--- config.mk ---
export PLATFORM = sky130hd
export DESIGN_NAME = pong_match_controller
export DESIGN_NICKNAME = d
export VERILOG_FILES = /design/src/rtl/pong_match_controller_pkg.sv /design/src/rtl/pong_match_controller_frame_tick_gen.sv /design/src/rtl/pong_match_controller.sv
export SDC_FILE = /design/constraint.sdc
export NUM_CORES = 1
export LEC_CHECK = 0
export ABC_AREA = 1
export CORE_UTILIZATION = 45
export DETAILED_ROUTE_END_ITERATION = 16
export PLACE_DENSITY = 0.71
export SKIP_LAST_GASP = 1
export SLEW_MARGIN = 20
export SYNTH_ARGS = -nofsm -noshare
export SYNTH_HDL_FRONTEND = slang
export SYNTH_SLANG_ARGS = --single-unit
--- constraint.sdc ---
create_clock -name i_CLK -period 1.7 [get_ports i_CLK]
set_input_delay 0.34 -clock i_CLK [delete_from_list [all_inputs] [get_ports i_CLK]]
set_output_delay 0.34 -clock i_CLK [all_outputs]
set_load 0.005 [all_outputs]
--- src/rtl/pong_match_controller_pkg.sv ---
// pong_match_controller_pkg: shared Pong state codes, winner codes, key bytes and score helpers
package pong_match_controller_pkg;
  typedef enum logic [2:0] {
    S_IDLE  = 3'd0,
    S_SERVE = 3'd1,
    S_PLAY  = 3'd2,
    S_PAUSE = 3'd3,
    S_POINT = 3'd4,
    S_OVER  = 3'd5
  } state_e;
  localparam logic [1:0] WIN_NONE = 2'b00;
  localparam logic [1:0] WIN_P1 = 2'b01;
  localparam logic [1:0] WIN_P2 = 2'b10;
  localparam logic [7:0] KEY_W = 8'h77;
  localparam logic [7:0] KEY_S = 8'h73;
  localparam logic [7:0] KEY_I = 8'h69;
  localparam logic [7:0] KEY_K = 8'h6B;
  localparam logic [7:0] KEY_SPACE = 8'h20;
  localparam logic [7:0] KEY_P = 8'h70;
  localparam int SCORE_W = 4;
  function automatic logic [SCORE_W-1:0] sat_inc(input logic [SCORE_W-1:0] v);
    return &v ? v : v + 1'b1;
  endfunction
endpackage

--- src/rtl/pong_match_controller_frame_tick_gen.sv ---
// frame_tick_gen: one-cycle tick on each falling edge of the active-low vertical sync
module frame_tick_gen (
  input  logic i_CLK,
  input  logic i_RST_N,
  input  logic i_vSync,
  output logic o_tick
);
  logic vs_q;
  // vSync history, preset to the inactive (high) sync level
  always_ff @(posedge i_CLK or negedge i_RST_N)
    if (!i_RST_N) vs_q <= 1'b1;
    else vs_q <= i_vSync;
  assign o_tick = vs_q & ~i_vSync;
endmodule

--- src/rtl/pong_match_controller.sv ---
// pong_match_controller: Pong match sequencer owning score, match FSM and per-frame engine steps
module pong_match_controller
  import pong_match_controller_pkg::*;
#(
  parameter int WIN_SCORE = 7,
  parameter int SERVE_FRAMES = 60,
  parameter int POINT_FRAMES = 90,
  parameter logic [7:0] KEY_START = KEY_SPACE,
  parameter logic [7:0] KEY_PAUSE = KEY_P
) (
  input  logic         i_CLK,
  input  logic         i_RST_N,
  input  logic         i_vSync,
  input  logic         i_DataValid,
  input  logic [7:0]   i_Rx_Byte,
  input  logic         i_p1_scored,
  input  logic         i_p2_scored,
  output logic         o_paddle_step,
  output logic         o_ball_step,
  output logic         o_ball_reset,
  output logic         o_serve_dir,
  output logic [3:0]   o_p1_score,
  output logic [3:0]   o_p2_score,
  output logic [2:0]   o_state,
  output logic [1:0]   o_winner
);
  localparam int CW = $clog2((SERVE_FRAMES > POINT_FRAMES ? SERVE_FRAMES : POINT_FRAMES) + 1);
  localparam logic [SCORE_W-1:0] WIN = SCORE_W'(WIN_SCORE);
  state_e state_q, state_d;
  logic [CW-1:0] cnt_q, cnt_d;
  logic [SCORE_W-1:0] p1_q, p1_d, p2_q, p2_d;
  logic [1:0] win_q, win_d;
  logic dir_q, dir_d, pstep_q, pstep_d, bstep_q, bstep_d, brst_q, brst_d;
  logic tick, key_start, key_pause;
  frame_tick_gen u_tick (
    .i_CLK   (i_CLK),
    .i_RST_N (i_RST_N),
    .i_vSync (i_vSync),
    .o_tick  (tick)
  );
  assign key_start = i_DataValid && (i_Rx_Byte == KEY_START);
  assign key_pause = i_DataValid && (i_Rx_Byte == KEY_PAUSE);
  // match state register
  always_ff @(posedge i_CLK or negedge i_RST_N)
    if (!i_RST_N) state_q <= S_IDLE;
    else state_q <= state_d;
  // next state with counter, score, serve direction and winner updates
  always_comb begin
    state_d = state_q;
    cnt_d = cnt_q;
    p1_d = p1_q;
    p2_d = p2_q;
    dir_d = dir_q;
    win_d = win_q;
    case (state_q)
      S_IDLE, S_OVER:
        if (key_start) begin
          p1_d = '0;
          p2_d = '0;
          win_d = WIN_NONE;
          dir_d = 1'b0;
          cnt_d = CW'(SERVE_FRAMES);
          state_d = S_SERVE;
        end
      S_SERVE:
        if (tick) begin
          if (cnt_q == CW'(1)) state_d = S_PLAY;
          else cnt_d = cnt_q - 1'b1;
        end
      S_PLAY:
        if (i_p1_scored) begin
          p1_d = sat_inc(p1_q);
          dir_d = 1'b1;
          cnt_d = CW'(POINT_FRAMES);
          state_d = (p1_d == WIN) ? S_OVER : S_POINT;
          win_d = (p1_d == WIN) ? WIN_P1 : win_q;
        end else if (i_p2_scored) begin
          p2_d = sat_inc(p2_q);
          dir_d = 1'b0;
          cnt_d = CW'(POINT_FRAMES);
          state_d = (p2_d == WIN) ? S_OVER : S_POINT;
          win_d = (p2_d == WIN) ? WIN_P2 : win_q;
        end else if (key_pause) state_d = S_PAUSE;
      S_PAUSE:
        if (key_pause) state_d = S_PLAY;
      S_POINT:
        if (tick) begin
          if (cnt_q == CW'(1)) begin
            cnt_d = CW'(SERVE_FRAMES);
            state_d = S_SERVE;
          end else cnt_d = cnt_q - 1'b1;
        end
      default: state_d = S_IDLE;
    endcase
  end
  // output decode: steps follow the current state, ball reset tracks the state being entered
  always_comb begin
    pstep_d = tick && (state_q == S_SERVE || state_q == S_PLAY);
    bstep_d = tick && (state_q == S_PLAY);
    brst_d = !(state_d == S_PLAY || state_d == S_PAUSE);
  end
  // datapath and registered outputs
  always_ff @(posedge i_CLK or negedge i_RST_N)
    if (!i_RST_N) begin
      cnt_q <= '0;
      p1_q <= '0;
      p2_q <= '0;
      win_q <= WIN_NONE;
      dir_q <= 1'b0;
      pstep_q <= 1'b0;
      bstep_q <= 1'b0;
      brst_q <= 1'b1;
    end else begin
      cnt_q <= cnt_d;
      p1_q <= p1_d;
      p2_q <= p2_d;
      win_q <= win_d;
      dir_q <= dir_d;
      pstep_q <= pstep_d;
      bstep_q <= bstep_d;
      brst_q <= brst_d;
    end
  assign o_state = state_q;
  assign o_p1_score = p1_q;
  assign o_p2_score = p2_q;
  assign o_winner = win_q;
  assign o_serve_dir = dir_q;
  assign o_paddle_step = pstep_q;
  assign o_ball_step = bstep_q;
  assign o_ball_reset = brst_q;
endmodule
---- After elaboration in Yosys (flattened, before gate mapping) ----
Index checks and enable logic that the tools add are counted.
word-level totals
  register bits ........................... 25
cells by class
  add/subtract/negate cells ............... 3
  eq/ne operators ......................... 22
  mux-type cells .......................... 38
  bitwise logic cells ..................... 2
  reductions and logical operators ........ 18
operator list
  operator                                             number
  2-to-1 mux 7 bit                                     7
  one-hot mux 7 bit (4 select lines)                   1
  2-to-1 mux 3 bit                                     9
  2-to-1 mux 4 bit                                     6
  one-hot mux 4 bit (2 select lines)                   2
  one-hot mux 3 bit (5 select lines)                   1
  inequality test 2 bit, second input constant         7
  equality test 3 x 2 -> 1 bit, second input constant  4
  AND reduction 4 bit                                  3
  2-to-1 mux 2 bit                                     5
  inequality test 3 bit, second input constant         3
  adder 4 x 1 -> 4 bit, second input constant          2
  equality test 4 x 3 -> 1 bit, second input constant  2
  equality test 8 x 6 -> 1 bit, second input constant  1
  equality test 8 x 7 -> 1 bit, second input constant  1
  equality test 7 x 1 -> 1 bit, second input constant  1
  subtractor 7 x 1 -> 7 bit, second input constant     1
  equality test 3 bit, second input constant           2
  AND reduction 3 bit                                  2
  AND reduction 6 bit                                  1
  2-to-1 mux 1 bit                                     5
  AND reduction 5 bit                                  1
  logical AND 1 bit                                    4
  one-hot mux 2 bit (2 select lines)                   1
  10 further kinds                                     11

---- Depth between registers and ports, before layout ----
  depth after elaboration ................. 10
  mapped depth ............................ 11

---- Cells and area by module ----
Synthesis repeated with hierarchy kept, for this count alone.
unflattened totals
  cells, all modules ...................... 222
  area total of the unflattened synthesis .. 1600.3 sq um
by module, submodules not included
  module                 instances  cells each  area an instance (sq um)
  pong_match_controller  1          219         1564.0
  frame_tick_gen         1          3           36.3

---- Worst setup path after synthesis ----
No wires, ideal clock.
  kind .................................... register -> register
  from .................................... register state_q[2], in the netlist o_state[2]
  to ...................................... register p2_q[2], in the netlist o_p2_score[2]
  setup time .............................. 123 ps
  data arrival time ....................... 1425 ps
  required time ........................... 1577 ps
  setup slack ............................. 151 ps
  stages on the path, launching flop included .. 9
  path buffers ............................ 1
  cell sequence ........................... dfrtp_1 > nor3_4 > inv_2 > nand2_2 > nand2_2 > or2_0 > buf_6 > nand2_1 > o21ai_2
on the way
  longest elaborated chain between the ends .. 4
  elaborated cells between the ends (all ways) .. 10
RTL lines
  item                                                                          line                          text
  from (decl)                                                                   pong_match_controller.sv:29   state_e state_q, state_d;
  from (signal assigned)                                                        pong_match_controller.sv:46   else state_q <= state_d;
  equality test 3 bit or logical NOT 3 bit (tied branches)                      pong_match_controller.sv:55   case (state_q)
  OR reduction 2 bit                                                            pong_match_controller.sv:55
  inequality test 2 bit (no source line) or nonzero test 2 bit (tied branches)  -
  AND reduction 4 bit (no source line)                                          -
  to (signal assigned)                                                          pong_match_controller.sv:116  p2_q <= p2_d;
  to (decl)                                                                     pong_match_controller.sv:31   logic [SCORE_W-1:0] p1_q, p1_d, p2_q, p2_d;
Several ways; a longest one is shown, not always the timed one.
A chain may end at the register's enable or synchronous reset.

---- Worst setup path after layout ----
  from .................................... register state_q[2], in the netlist o_state[2]
  to ...................................... output port o_state[2]
RTL lines
  item       line                         text
  to (decl)  pong_match_controller.sv:24  output logic [2:0] o_state,
No word-level cell between the ends.

==> run_summary.xml <==
<?xml version="1.0" encoding="UTF-8"?>
<metrics>
  <group name="grt">
    <metric name="grt.total_usage" unit="%">19.3</metric>
    <metric name="grt_residual_overflow" unit="">0</metric>
    <metric name="grt_first_pass_wirelength" unit="mm">6.12</metric>
    <metric name="first_global_vias" unit="">1473</metric>
    <metric name="antenna_found_initial" unit="">0</metric>
    <metric name="grt_max_degree" unit="">26</metric>
  </group>
  <group name="clock_network">
    <metric name="cts-hold-fix-buffers" unit="">0</metric>
    <metric name="cts_htree_levels" unit="">1</metric>
    <metric name="clock-sinks" unit="">25</metric>
    <metric name="tritoncts" unit="">built</metric>
    <metric name="clk_transition_reported_paths" unit="ps">130</metric>
    <metric name="cts_inserted_buffers" unit="">3</metric>
    <metric name="clk_path_buf_depth" unit="">2</metric>
    <metric name="clkLatencyLatePin" unit="ps">310</metric>
    <metric name="cts-root-buf" unit="">clkbuf_4</metric>
  </group>
  <group name="drt">
    <metric name="first_pass_iters" unit="">4</metric>
    <metric name="route.final.wire_length" unit="mm">3.50</metric>
    <metric name="drcViolationCount" unit="">0</metric>
    <metric name="vias_per_cell" unit="">4.76</metric>
    <metric name="route.vias.total" unit="">1589</metric>
    <metric name="final_antenna_net_count" unit="">0</metric>
    <metric name="drtIter0Drc" unit="">73</metric>
    <metric name="drt-wirelength-per-cell" unit="um">10.5</metric>
  </group>
  <group name="yosys">
    <metric name="post_synth_edffs" unit="">0</metric>
    <metric name="synth-compound-area-share" unit="%">12.9</metric>
    <metric name="syn_inst" unit="">230</metric>
    <metric name="ys_seq_area_share" unit="%">38.4</metric>
    <metric name="synth_seq_cells" unit="">25</metric>
    <metric name="synthDistinctLibCells" unit="">29</metric>
    <metric name="async_flop_share" unit="%">100</metric>
    <metric name="synth_area_leaders" unit="">dfrtp_1 (35%), nand2_1 (16%), inv_1 (6.9%)</metric>
    <metric name="yosys.area_share.adder" unit="%">3.06</metric>
    <metric name="yosysTopAreaCell" unit="">dfrtp_1</metric>
    <metric name="synthSimpleGateAreaFrac" unit="%">35.3</metric>
    <metric name="netlist.area_leader.share" unit="%">35.2</metric>
    <metric name="combinational_family_with_the_most_area_after_synthesis" unit="">simple AND/OR/NAND/NOR gates</metric>
    <metric name="yosys_most_used_dff" unit="">dfrtp_1</metric>
    <metric name="synth.avg_cell_area" unit="sq um">7.10</metric>
    <metric name="synth.net_count" unit="">248</metric>
    <metric name="synth_warnings" unit="">0</metric>
    <metric name="synth.mux.area_fraction" unit="%">0</metric>
    <metric name="synth.cell_area" unit="sq um">1630</metric>
    <metric name="synth_xor_area_share" unit="%">1.61</metric>
  </group>
  <group name="die">
    <metric name="initial_utilization" unit="%">47.8</metric>
    <metric name="die_width" unit="um">62.3</metric>
    <metric name="die_y" unit="um">62.3</metric>
    <metric name="std_cell_rows" unit="">21</metric>
    <metric name="area_enclosed_by_the_die_boundary" unit="sq um">3880</metric>
    <metric name="coreArea" unit="sq um">3420</metric>
    <metric name="boundary_pin_count" unit="">31</metric>
  </group>
  <group name="place">
    <metric name="globalplace.congestion" unit="">0.866</metric>
    <metric name="port_buffers" unit="">30</metric>
    <metric name="place_hpwl" unit="mm">2.65</metric>
  </group>
  <group name="finish">
    <metric name="final_core_util" unit="%">65.3</metric>
    <metric name="layout.cells.most_common" unit="">nand2_1</metric>
    <metric name="final_cell_mix" unit="">nand2_1 (67), inv_1 (30), clkdlybuf4s50_1 (27), nor2_1 (25), buf_4 (24)</metric>
    <metric name="layout-drive-gt1-share" unit="%">19.8</metric>
    <metric name="synthToLayoutAreaGrowth" unit="%">36.4</metric>
    <metric name="final_nets" unit="">307</metric>
    <metric name="antenna-diode-count" unit="">0</metric>
  </group>
  <group name="worst_setup_path">
    <metric name="cp_cell_sequence" unit="">clkdlybuf4s50_1</metric>
    <metric name="reg2reg_slack" unit="ps">150</metric>
    <metric name="critical_path_peak_fanout" unit="">7</metric>
    <metric name="cp_num_cells" unit="">1</metric>
    <metric name="worstReg2RegEnd" unit="">o_winner[0]$_DFFE_PN0P_</metric>
    <metric name="slowest_stage" unit="">clkdlybuf4s50_1</metric>
    <metric name="timing.reg2reg.worst_path_depth" unit="">11</metric>
    <metric name="start_kind" unit="">flip-flop</metric>
    <metric name="setup.worst_path.end_class" unit="">output port</metric>
    <metric name="critical_path_arrival" unit="ps">1300</metric>
    <metric name="critical_path.max_stage_delay" unit="ps">520</metric>
    <metric name="timing.rr.start" unit="">o_p2_score[1]$_DFFE_PN0P_</metric>
    <metric name="timing.critical_path.required" unit="ps">1360</metric>
    <metric name="critical_path_class" unit="">flip-flop to output port</metric>
    <metric name="cpLargestDelayFamily" unit="">buffers and inverters</metric>
    <metric name="path_buf_inv" unit="">1</metric>
  </group>
  <group name="timing">
    <metric name="period_needed" unit="ps">1640</metric>
    <metric name="fin_worst_hold_slack" unit="ps">374</metric>
    <metric name="timing.fmax" unit="GHz">0.611</metric>
    <metric name="clock_skew" unit="ps">5.75</metric>
    <metric name="finalHoldViolations" unit="">0</metric>
    <metric name="post-route-period-util" unit="%">96.3</metric>
    <metric name="timing.final.setup_violations" unit="">0</metric>
    <metric name="slew_headroom" unit="%">78.4</metric>
    <metric name="worst_margin_pin_slew" unit="ps">324</metric>
    <metric name="finalMaxSlewViolations" unit="">0</metric>
  </group>
  <group name="pwr">
    <metric name="cellLeakagePower" unit="uW">0.00110</metric>
    <metric name="power_per_cell_area" unit="nW/um^2">1170</metric>
    <metric name="vdd_drop_max" unit="V">0.000827</metric>
  </group>
  <group name="min_path">
    <metric name="min_path_type" unit="">input port to async pin</metric>
  </group>
  <group name="run_status">
    <metric name="outcome" unit="">finished clean</metric>
  </group>
  <group name="run">
    <metric name="max-cap-violations" unit="">0</metric>
  </group>
</metrics>
cell usage after synthesis, types with 4 or more instances:
cell type	n
dfrtp_1	23
ha_1	4
o21ai_2	5
nor2_1	27
inv_1	30
nand2_1	68
nand3_1	16
o21ai_0	18
per-layer routing:
layer / share of wire, % / GRT usage (%) / vias up
met5: 0 / 0 / -
met4: 0.63 / 6.10 / 0
met3: 2.6 / 1.84 / 2
met2: 47 / 32.7 / 25
met1: 50 / 25.9 / 711
li1: - / - / 851
what timing repair did:
action                     CTS  global route
resized for setup            2            15
setup endpoints to repair    2            18
pin swaps                    0             2
setup buffers                0             3
cloned                       0             0
final cells by class:
class / count / area (sq um)
clock buffer: 4 / 26.3
inverter: 32 / 120
multi-input combinational: 171 / 885
sequential: 25 / 631
fill: 297 / 1190
tap: 46 / 57.6
timing repair buffer: 56 / 510
logic make-up after synthesis:
logic type               Yosys count
AND/OR/NAND/NOR                  129
adder cells (fa/ha/maj)            4
XOR/XNOR                           3
buffers and inverters             34
flip-flops                        25
AO/OA/AOI/OAI                     35
state kept, by name, indices dropped and copies added (netlist names):
register / cells
u_tick.vs_q: 1
o_state: 3
o_p1_score: 4
o_serve_dir: 1
cnt_q: 7
o_ball_reset: 1
o_p2_score: 4
o_ball_step: 1
o_paddle_step: 1
o_winner: 2
worst max path at each step:
stage                                endpoint  slack (ps)                       from
floorplan           o_p2_score[2]$_DFFE_PN0P_         150       o_state[2]$_DFF_PN0_
global placement    o_p2_score[2]$_DFFE_PN0P_        -230               i_Rx_Byte[1]
detailed placement  o_p2_score[0]$_DFFE_PN0P_        -270               i_Rx_Byte[5]
CTS                              o_ball_reset          10     o_ball_reset$_DFF_PN1_
global route                    o_p2_score[2]          -3  o_p2_score[2]$_DFFE_PN0P_
finish                             o_state[2]          60       o_state[2]$_DFF_PN0_
report_power, final:
group / internal, uW / leakage, uW / switching, uW
sequential: 720 / 0.000325 / 121
combinational: 683 / 0.000758 / 832
clock: 91.5 / 0.0000150 / 168
total: 1490 / 0.00110 / 1120
per-stage QoR:
step	cells	area, sq um	setup WS [ps]	total power [uW]	TNS, ps
2_1_floorplan	230	1630	151	1830	0
3_3_place_gp	327	2140	-226	2310	-2140
3_5_place_dp	327	2140	-274	2320	-2500
4_1_cts	331	2170	10.7	2600	0
5_1_grt	334	2230	-2.63	2860	-4.15
6_report	334	2230	63.6	2620	0
No activity file was read; power rests on OpenSTA's default activity.
==> edit: new RTL, config.mk and constraints unchanged <==
Remove the register `brst_q`: a continuous assignment takes its place, so the output `o_ball_reset` follows one clock earlier.
--- a/src/rtl/pong_match_controller.sv
+++ b/src/rtl/pong_match_controller.sv
@@ -111,3 +111,2 @@
       bstep_q <= 1'b0;
-      brst_q <= 1'b1;
     end else begin
@@ -120,4 +119,5 @@
       bstep_q <= bstep_d;
-      brst_q <= brst_d;
     end
+
+  assign brst_q = brst_d;
   assign o_state = state_q;
Behaviour: no difference found for any inputs over 10 cycles, from zero or initial values and one cycle with i_RST_N low; that may be too few to reach the edited logic, so the function may still have changed.
==> edit against the unedited design <==
  * The flow now finishes with violations (negative setup slack)
  * Total power rose by 31%
  * Sequential cell count decreased by 1
  * Combinational power rose by 43%
  * Worst setup slack worse by 340 ps
  * Sequential power down 3.8%
  * Sequential share of layout area shrank 4.3 points
  * Wire length rose by 21%
  * Clock power grew 68%
  * Via count is 10% higher
  * Cell count up 6.3%
  * Final area up 13%
  * Synthesized area is 1.8% lower
  * Critical path type unchanged
  * Largest cell class unchanged
==> edit: results (changes against the unedited design) <==
[worst_setup_path]
worst-path-max-fanout = 2  ; -5
cp.arrival_ps = 1640  ; +340 ps
critPathMaxStageDelay_ps = 430  ; -90 ps
critical-path-slowest-cell = dfrtp_1
timing.reg2reg.setup_slack_ps = 40  ; -110 ps

[timing]
slew_viol_final = 0  ; unchanged
setup_viol_count_final = 2  ; +2
fin_skew_ps = 11.60  ; +5.853 ps
tightestPinTransition_ps = 325.7  ; +2.100 ps
fin_worst_hold_slack_ps = 362.4  ; -11.54 ps
setup-tns-final_ps = -333.0  ; -333.0 ps
fin_ws_ps = -279.1  ; -342.7 ps

[route]
drt_iter0_drc = 71  ; -2.7%
route.vias.total = 1751  ; +10%
wirelength_um = 4241  ; +21%
drt_pre_antenna_iters = 4  ; unchanged

[global_routing]
grt_pass1_vias = 1558  ; +5.8%
grt_start_max_net_pins = 25  ; -3.8%
grt_first_pass_wirelength_um = 6589  ; +7.7%
groute.usage.overall_pct = 23.61  ; +4.3 points

[logic_synthesis]
synth_xor_area_share_pct = 1.091  ; -0.52 points
yosys.cell_types.count = 26  ; -10%
synth.yosys.warnings = 0  ; unchanged
synth_compound_gate_area_share_pct = 15.59  ; +2.7 points
synthTopCellsByArea = dfrtp_1 (36%), nand2_1 (15%), inv_1 (6.8%)
synth_fp_nets = 243  ; -2.0%
synth-adder-area-share_pct = 3.118  ; +0.055 points
synth-seq-area-share_pct = 37.49  ; -0.95 points
synthTopCellsByCount = nand2_1 (63), inv_1 (29), nor2_1 (25), dfrtp_1 (23), o21ai_0 (18)

[run_status]
violated_checks = negative setup slack
run_status = finished, violations left

[clock_tree]
clk-insertion-delay-late_ps = 330  ; +20 ps
cts.path.max_buffers = 2  ; unchanged
clock-root-buffer = clkbuf_4
cts.reportedPaths.clkPinSlew_ps = 150  ; +20 ps

[layout]
layout-drive-gt1-share_pct = 33.98  ; +14 points
fill_cells = 252  ; -15%
max_reg_flops = 7  ; unchanged
final_net_count = 328  ; +6.8%

[pwr]
switching_share_pct = 42.81  ; -0.046 points
static-leakage-power_nw = 1.247  ; +14%
ir_drop_mv = 1.053  ; +27%

[placed_design]
gp_routability_congestion = 0.8245  ; -4.8%
port_buffers = 30  ; unchanged
place.detailed.hpwl_um = 2832  ; +6.9%

[worst_hold_path]
worst_hold_path_type = in2async

-- edit: cell count changes after synthesis, sizes merged, moves of 2 or more --
cell	before	now
nand3b	3	0
o21ai	25	28
nor2	28	26
nand2	71	66
a21oi	4	6
-- edit: final cells by class --
type,count,area share (%)
timing repair buffer,83,28.30
sequential,24,23.93
multi-input combinational,167,38.70
inverter,31,4.708
clock buffer,3,0.8920
clock inverter,1,1.189
tap,46,2.279
-- edit: final timing paths --
path                                     from             to  cells past startpoint
worst max-delay path                 cnt_q[2]   o_ball_reset                      7
worst min-delay path                  i_RST_N  o_p2_score[0]                      2
worst max register to register  o_p1_score[1]    o_winner[0]                     12
worst min register to register    o_winner[1]    o_winner[1]                      2
max in group asynchronous             i_RST_N    u_tick.vs_q                      2
min in group i_CLK                    i_vSync    u_tick.vs_q                      1
-- edit: critical path: cells and delay by family, from the launching register on --
kind / cells / cell delay, ps
AOI/OAI and AO/OA: 1 / 220
buffers and inverters: 2 / 190
and+or+nand+nor: 4 / 460
DFF: 1 / 430
-- edit: cells by family after synthesis --
group,Yosys count
AOI/OAI and AO/OA,40
xor gates and xnor gates,2
adders and majority gates,4
buffers and inverters,34
DFF,24
and+or+nand+nor,121
-- edit: metrics by stage --
stage / cell area [um2] / setup WS (ps) / std cells
floorplan: 1605 / 149.8 / 225
global placement: 2215 / -307.3 / 336
detailed placement: 2215 / -359.2 / 336
CTS: 2397 / -251.3 / 353
global route: 2525 / -348.8 / 355
finish: 2525 / -279.1 / 355
-- edit: power groups by stage --
stage | combinational, mW | clock (mW) | sequential [mW]
floorplan | 1.12 | 0 | 0.809
global route | 2.42 | 0.458 | 0.823
global placement | 1.74 | 0 | 0.786
finish | 2.17 | 0.436 | 0.809
detailed placement | 1.76 | 0 | 0.791
CTS | 1.96 | 0.446 | 0.789
-- edit: what timing repair did --
action                                  CTS  global route
resized for setup                        17            35
setup buffers                            15             8
endpoints found under the setup margin   15            22
pin swaps                                 8            15
-- edit: layer usage --
metal / vias to the layer above / GRT usage (%) / share of wire (%)
met5: - / 0 / 0
met1: 787 / 29.84 / 44
met4: 0 / 9.524 / 1.9
li1: 899 / - / -
met3: 10 / 2.070 / 4.2
met2: 55 / 41.63 / 50
